File: config.mk
export PLATFORM = sky130hd
export DESIGN_NAME = sm_addsub_pipe_flat
export DESIGN_NICKNAME = d
export VERILOG_FILES = /design/src/rtl/sm_addsub_pipe_if.sv /design/src/rtl/sm_addsub_pipe.sv /design/src/flat_wrapper.sv
export SDC_FILE = /design/constraint.sdc
export NUM_CORES = 1
export LEC_CHECK = 0
export CAP_MARGIN = 25
export CORE_MARGIN = 1.5
export CORE_UTILIZATION = 58
export CTS_BUF_LIST = sky130_fd_sc_hd__clkbuf_4
export DETAILED_ROUTE_END_ITERATION = 12
export GPL_ROUTABILITY_DRIVEN = 0
export HOLD_SLACK_MARGIN = 0.1
export PLACE_DENSITY_LB_ADDON = 0.2
export RECOVER_POWER = 50
export SYNTH_ARGS = -nofsm -noshare
export SYNTH_HDL_FRONTEND = slang
export SYNTH_SLANG_ARGS = --single-unit
File: constraint.sdc
create_clock -name clk -period 5.65 [get_ports clk]
set_clock_uncertainty 0.1 [all_clocks]
set_input_delay 1.695 -clock clk [delete_from_list [all_inputs] [get_ports clk]]
set_output_delay 1.695 -clock clk [all_outputs]
set_load 0.01 [all_outputs]
File: src/rtl/sm_addsub_pipe_if.sv
// Handshake bundle for sm_addsub_pipe: operand channel (in_*, a, b, op)
// and result channel (out_*, c, overflow). The slave modport is the
// adder's view; the master modport is the operand source / result sink.
interface sm_addsub_pipe_if #(
  parameter int W = 5
);
  logic         in_valid;
  logic         in_ready;
  logic [W-1:0] a;
  logic [W-1:0] b;
  logic         op;
  logic         out_valid;
  logic         out_ready;
  logic [W-1:0] c;
  logic         overflow;

  modport master (
    output in_valid, a, b, op, out_ready,
    input  in_ready, out_valid, c, overflow
  );

  modport slave (
    input  in_valid, a, b, op, out_ready,
    output in_ready, out_valid, c, overflow
  );
endinterface

File: src/rtl/sm_addsub_pipe.sv
// sm_addsub_pipe: 2-stage pipelined sign-magnitude adder/subtractor.
// S1 converts both operands to (W+1)-bit two's complement (B's sign is
// flipped for subtraction, -0 becomes +0). S2 adds and converts back to
// sign-magnitude, flagging overflow when |sum| exceeds 2^(W-1)-1.
// Optional build macro SM_ADDSUB_SAT_EN: saturate C to {sign, all ones}
// on overflow instead of truncating the magnitude.
module sm_addsub_pipe #(
  parameter int W = 5
) (
  input logic             clk,
  input logic             rst,
  sm_addsub_pipe_if.slave bus
);

  localparam logic [W:0] MAX_MAG = (W+1)'((1 << (W-1)) - 1);

  // Sign-magnitude to two's complement; -0 naturally maps to 0.
  function automatic logic [W:0] to_tc(input logic sign, input logic [W-2:0] mag);
    logic [W:0] ext;
    ext = {2'b00, mag};
    return sign ? -ext : ext;
  endfunction

  logic         s1_valid;
  logic [W:0]   s1_a;
  logic [W:0]   s1_b;
  logic         s2_valid;
  logic [W-1:0] c_q;
  logic         ovf_q;

  logic         s2_load;
  logic         in_ready;

  logic [W:0]   sum;
  logic [W:0]   abs_sum;
  logic         neg;
  logic         ovf_n;
  logic [W-2:0] mag_n;
  logic [W-1:0] c_n;

  // Stall control: S2 takes a new value when empty or draining this cycle;
  // S1 takes a new value when empty or moving into S2 this cycle.
  assign s2_load  = !s2_valid || bus.out_ready;
  assign in_ready = !s1_valid || s2_load;

  assign bus.in_ready  = in_ready;
  assign bus.out_valid = s2_valid;
  assign bus.c         = c_q;
  assign bus.overflow  = ovf_q;

  // Add the S1 operands and convert the sum back to sign-magnitude.
  always_comb begin
    // NOTE: every always_comb output gets a default first so no path can
    // leave it unassigned, which would infer a latch.
    sum     = s1_a + s1_b;
    neg     = sum[W];
    abs_sum = neg ? -sum : sum;
    ovf_n   = abs_sum > MAX_MAG;
`ifdef SM_ADDSUB_SAT_EN
    mag_n   = ovf_n ? '1 : abs_sum[W-2:0];
`else
    mag_n   = abs_sum[W-2:0];
`endif
    // A zero magnitude (including one left by truncation) is always +0.
    c_n     = {neg && (mag_n != '0), mag_n};
  end

  // Stage 1: capture operands as two's complement on an input transfer.
  always_ff @(posedge clk or posedge rst) begin
    // NOTE: sequential state uses non-blocking assignments so every register
    // samples pre-edge values regardless of statement or block order.
    if (rst) begin
      s1_valid <= 1'b0;
      s1_a     <= '0;
      s1_b     <= '0;
    end else if (in_ready) begin
      s1_valid <= bus.in_valid;
      if (bus.in_valid) begin
        s1_a <= to_tc(bus.a[W-1], bus.a[W-2:0]);
        s1_b <= to_tc(bus.b[W-1] ^ bus.op, bus.b[W-2:0]);
      end
    end
  end

  // Stage 2: register the result; C and overflow hold while stalled.
  always_ff @(posedge clk or posedge rst) begin
    if (rst) begin
      s2_valid <= 1'b0;
      c_q      <= '0;
      ovf_q    <= 1'b0;
    end else if (s2_load) begin
      s2_valid <= s1_valid;
      if (s1_valid) begin
        c_q   <= c_n;
        ovf_q <= ovf_n;
      end
    end
  end

endmodule

File: src/flat_wrapper.sv
// flat-port wrapper written by rule: the top's interface ports become plain ports
module sm_addsub_pipe_flat 
#(
  parameter int W = 5
)
  (clk, rst, bus_in_valid, bus_a, bus_b, bus_op, bus_out_ready, bus_in_ready, bus_out_valid, bus_c, bus_overflow);
  sm_addsub_pipe_if #(.W(W)) bus_i ();
  input logic clk;
  input logic rst;
  input wire logic [$bits(bus_i.in_valid)-1:0] bus_in_valid;
  input wire logic [$bits(bus_i.a)-1:0] bus_a;
  input wire logic [$bits(bus_i.b)-1:0] bus_b;
  input wire logic [$bits(bus_i.op)-1:0] bus_op;
  input wire logic [$bits(bus_i.out_ready)-1:0] bus_out_ready;
  output wire logic [$bits(bus_i.in_ready)-1:0] bus_in_ready;
  output wire logic [$bits(bus_i.out_valid)-1:0] bus_out_valid;
  output wire logic [$bits(bus_i.c)-1:0] bus_c;
  output wire logic [$bits(bus_i.overflow)-1:0] bus_overflow;
  assign bus_i.in_valid = bus_in_valid;
  assign bus_i.a = bus_a;
  assign bus_i.b = bus_b;
  assign bus_i.op = bus_op;
  assign bus_i.out_ready = bus_out_ready;
  assign bus_in_ready = bus_i.in_ready;
  assign bus_out_valid = bus_i.out_valid;
  assign bus_c = bus_i.c;
  assign bus_overflow = bus_i.overflow;
  sm_addsub_pipe #(.W(W)) u_core (.clk(clk), .rst(rst), .bus(bus_i));
endmodule
==> results.json <==
{
  "outcome": "finished, final reports clean",
  "avgSynthCellArea_sq_um": 9.04,
  "switchingPower_uw": 210,
  "ys_types": 35,
  "ff2ff_path_depth": 8,
  "start_util_pct": 63.1,
  "die_x_microns": 49.9,
  "p_seq_share_pct": 36.7,
  "switching_share_pct": 38.5,
  "dieArea_sq_um": 2490,
  "maxCapViolCount": 0,
  "clk_latency_ns": 0.30,
  "synthesis.instances": 141,
  "holdPathEnd": "u_core.bus.c[0]$_DFFE_PP0P_",
  "clk_pin_slew_ns": 0.12,
  "yosysWarnings": 0,
  "final_hold_viol_count": 0,
  "yosys.area.top_type_share_pct": 39.3,
  "fp-row-count": 16,
  "intPower_uw": 336,
  "power.density_nw_per_um2": 354,
  "drive_above_1_share_pct": 4.27,
  "cts_tree": "done",
  "synthFlopType": "dfrtp_1",
  "ios": 23,
  "start_kind": "input pin",
  "rsz0062_at_grt": "no",
  "grt_pass1_wl_mm": 4.23,
  "vias": 1085,
  "critPathKind": "in2out",
  "area.sequential_sq_um": 500,
  "netlist_area_sq_um": 1270,
  "wl_per_cell_microns": 13.4,
  "cts_num_sinks": 20,
  "yosysSeqAreaShare_pct": 39.3,
  "routed_wl_mm": 2.56,
  "holdPathStages": 2,
  "fin_nets": 189,
  "synth-seq-cells": 20,
  "synth_edf_count": 0,
  "area_growth_syn_to_layout_pct": 21.1,
  "coreArea_sq_um": 2020,
  "period_share_pct": 84.9,
  "route.detailed.drc": 0,
  "synth_commonest_cells": "nand2_1, dfrtp_1, o21ai_0, inv_1, nor2_1",
  "synth_most_common_cell": "nand2_1",
  "port_buffers": 22,
  "syn_nets": 165,
  "crit_path_max_fanout": 5,
  "cts_resized": 0,
  "antenna_left": 0,
  "vias_per_cell": 5.68,
  "combPwrFrac_pct": 50.8,
  "grt_max_degree": 23,
  "multiInputGateArea_sq_um": 722,
  "hold_class": "reg2reg",
  "dpl.cell_count": 187,
  "slew_viol_final": 0,
  "min_period_ns": 4.80,
  "synthArstFlopShare_pct": 100,
  "timing.slew.headroom_pct": 50.4,
  "reg2reg_slack_ns": 3.36,
  "overflow": 0,
  "synth.area.top_cells": "dfrtp_1, ha_1, nand2_1, xnor2_1, o21ai_0",
  "n_antenna_cell": 0,
  "drtIter0Drc": 17,
  "crit_path_end_kind": "primary output",
  "grt_usage_pct": 22.0,
  "p_total_uw": 546,
  "arrival_ns": 3.00,
  "fin_tns_setup_ns": 0,
  "reg2reg_to": "u_core.bus.c[3]$_DFFE_PP0P_",
  "ir_drop_uv": 231,
  "postPlaceCellArea_sq_um": 1520,
  "setup_viol": 0,
  "timing.rr.start": "u_core.s1_b[0]$_DFFE_PP0P_",
  "hp-start": "u_core.bus.c[0]$_DFFE_PP0P_",
  "final_area_sq_um": 1540,
  "final_util_pct": 76.4,
  "synth_top_area_cell": "dfrtp_1",
  "worstMarginPinSlew_ns": 0.743,
  "clkPwrFrac_pct": 12.5,
  "fillers": 145,
  "timing.fmax_mhz": 208,
  "grt_pass1_vias": 1053,
  "cts-root-buf": "clkbuf_4",
  "htree_num_levels": 1,
  "antenna_found_initial": 0,
  "cts_setup_buffers": 0,
  "cts_buffer_depth": 2,
  "dieHeight_microns": 49.9,
  "cts_hold_buf": 0,
  "cp.required_ns": 3.86,
  "dr.pass1.iters": 4,
  "numCtsBuffers": 3,
  "stdcell_count": 191,
  "p_leak_nw": 0.718
}
stage by stage:
step	hold WS, ns	setup slack (ns)
5_1_grt	0.428	0.756
2_1_floorplan	0.354	1.92
6_report	0.391	0.852
3_5_place_dp	0.370	0.950
4_1_cts	0.397	0.946
3_3_place_gp	0.364	0.961
flip-flops by register name (all words and copies together), names as in the netlist:
| signal | cells |
|---|---|
| u_core.bus.c | 5 |
| u_core.bus.out_valid | 1 |
| u_core.bus.overflow | 1 |
| u_core.s1_a | 6 |
| u_core.s1_b | 6 |
| u_core.s1_valid | 1 |
final cells by class:
class                   count  area share [%]
clock inverters             1           0.243
clock buffers               3            1.46
repair buffers             22            14.3
multi-input cells         107            46.8
inverters                  11            2.67
well taps                  27            2.19
flip-flops and latches     20            32.4
cells by family (layout without fill, tap and decap cells):
logic type / count (synthesis) / count (layout) / share of synthesized area (%)
AND/OR/NAND/NOR: 46 / 46 / 16.6
AO/OA/AOI/OAI: 34 / 34 / 16.9
flip-flops: 20 / 20 / 39.3
buffers and inverters: 14 / 37 / 4.12
XOR/XNOR: 12 / 12 / 8.83
adder cells (fa/ha/maj): 9 / 9 / 9.42
multiplexers: 6 / 6 / 4.91
routing by layer:
metal / track usage [%] / up-vias / part of all wire (%)
li1: - / 538 / -
met1: 24.2 / 503 / 41
met2: 41.3 / 38 / 53
met3: 3.33 / 6 / 4.2
met4: 9.26 / 0 / 2.3
met5: 0 / - / 0
layout by cell type (no fill, tap or decap), drive strengths merged:
cell,instances
dfrtp,20
a211o,1
o211ai,1
a31oi,1
xor2,5
a2bb2o,1
a211oi,1
nand3,3
dlygate4sd3,2
nand2b,4
mux2,2
fa,1
nand3b,1
clkinv,1
a41oi,1
or4b,1
o31ai,2
a2111oi,1
clkdlybuf4s50,20
and3,3
o21ai,14
a31o,1
a22oi,1
inv,11
clkbuf,3
a21o,3
a21oi,5
nor2,9
ha,8
xnor2,7
o2111ai,1
nor3,2
nor2b,1
nor4,1
mux2i,4
nand2,21
power groups by stage:
stage          Combinational [mW]  Sequential, mW  Clock, mW
3_5_place_dp                0.275           0.204          0
5_1_grt                     0.302           0.204     0.0728
4_1_cts                     0.277           0.201     0.0690
3_3_place_gp                0.259           0.202          0
2_1_floorplan               0.170           0.209          0
6_report                    0.278           0.200     0.0680
worst max-delay path by stage:
stage | start | end | slack (ns)
final | bus_out_ready | bus_in_ready | 0.85
after global routing | bus_out_ready | bus_in_ready | 0.76
after CTS | bus_out_ready | bus_in_ready | 0.95
after detailed placement | bus_out_ready | bus_in_ready | 0.95
after global placement | bus_out_ready | bus_in_ready | 0.96
after floorplan | bus_out_ready | bus_in_ready | 1.92
critical path, stage by stage:
cell	delay (ns)
dlygate4sd3_1	0.54
nand3b_1	0.24
clkdlybuf4s50_1	0.52
Power figures use the tool's default switching activity.
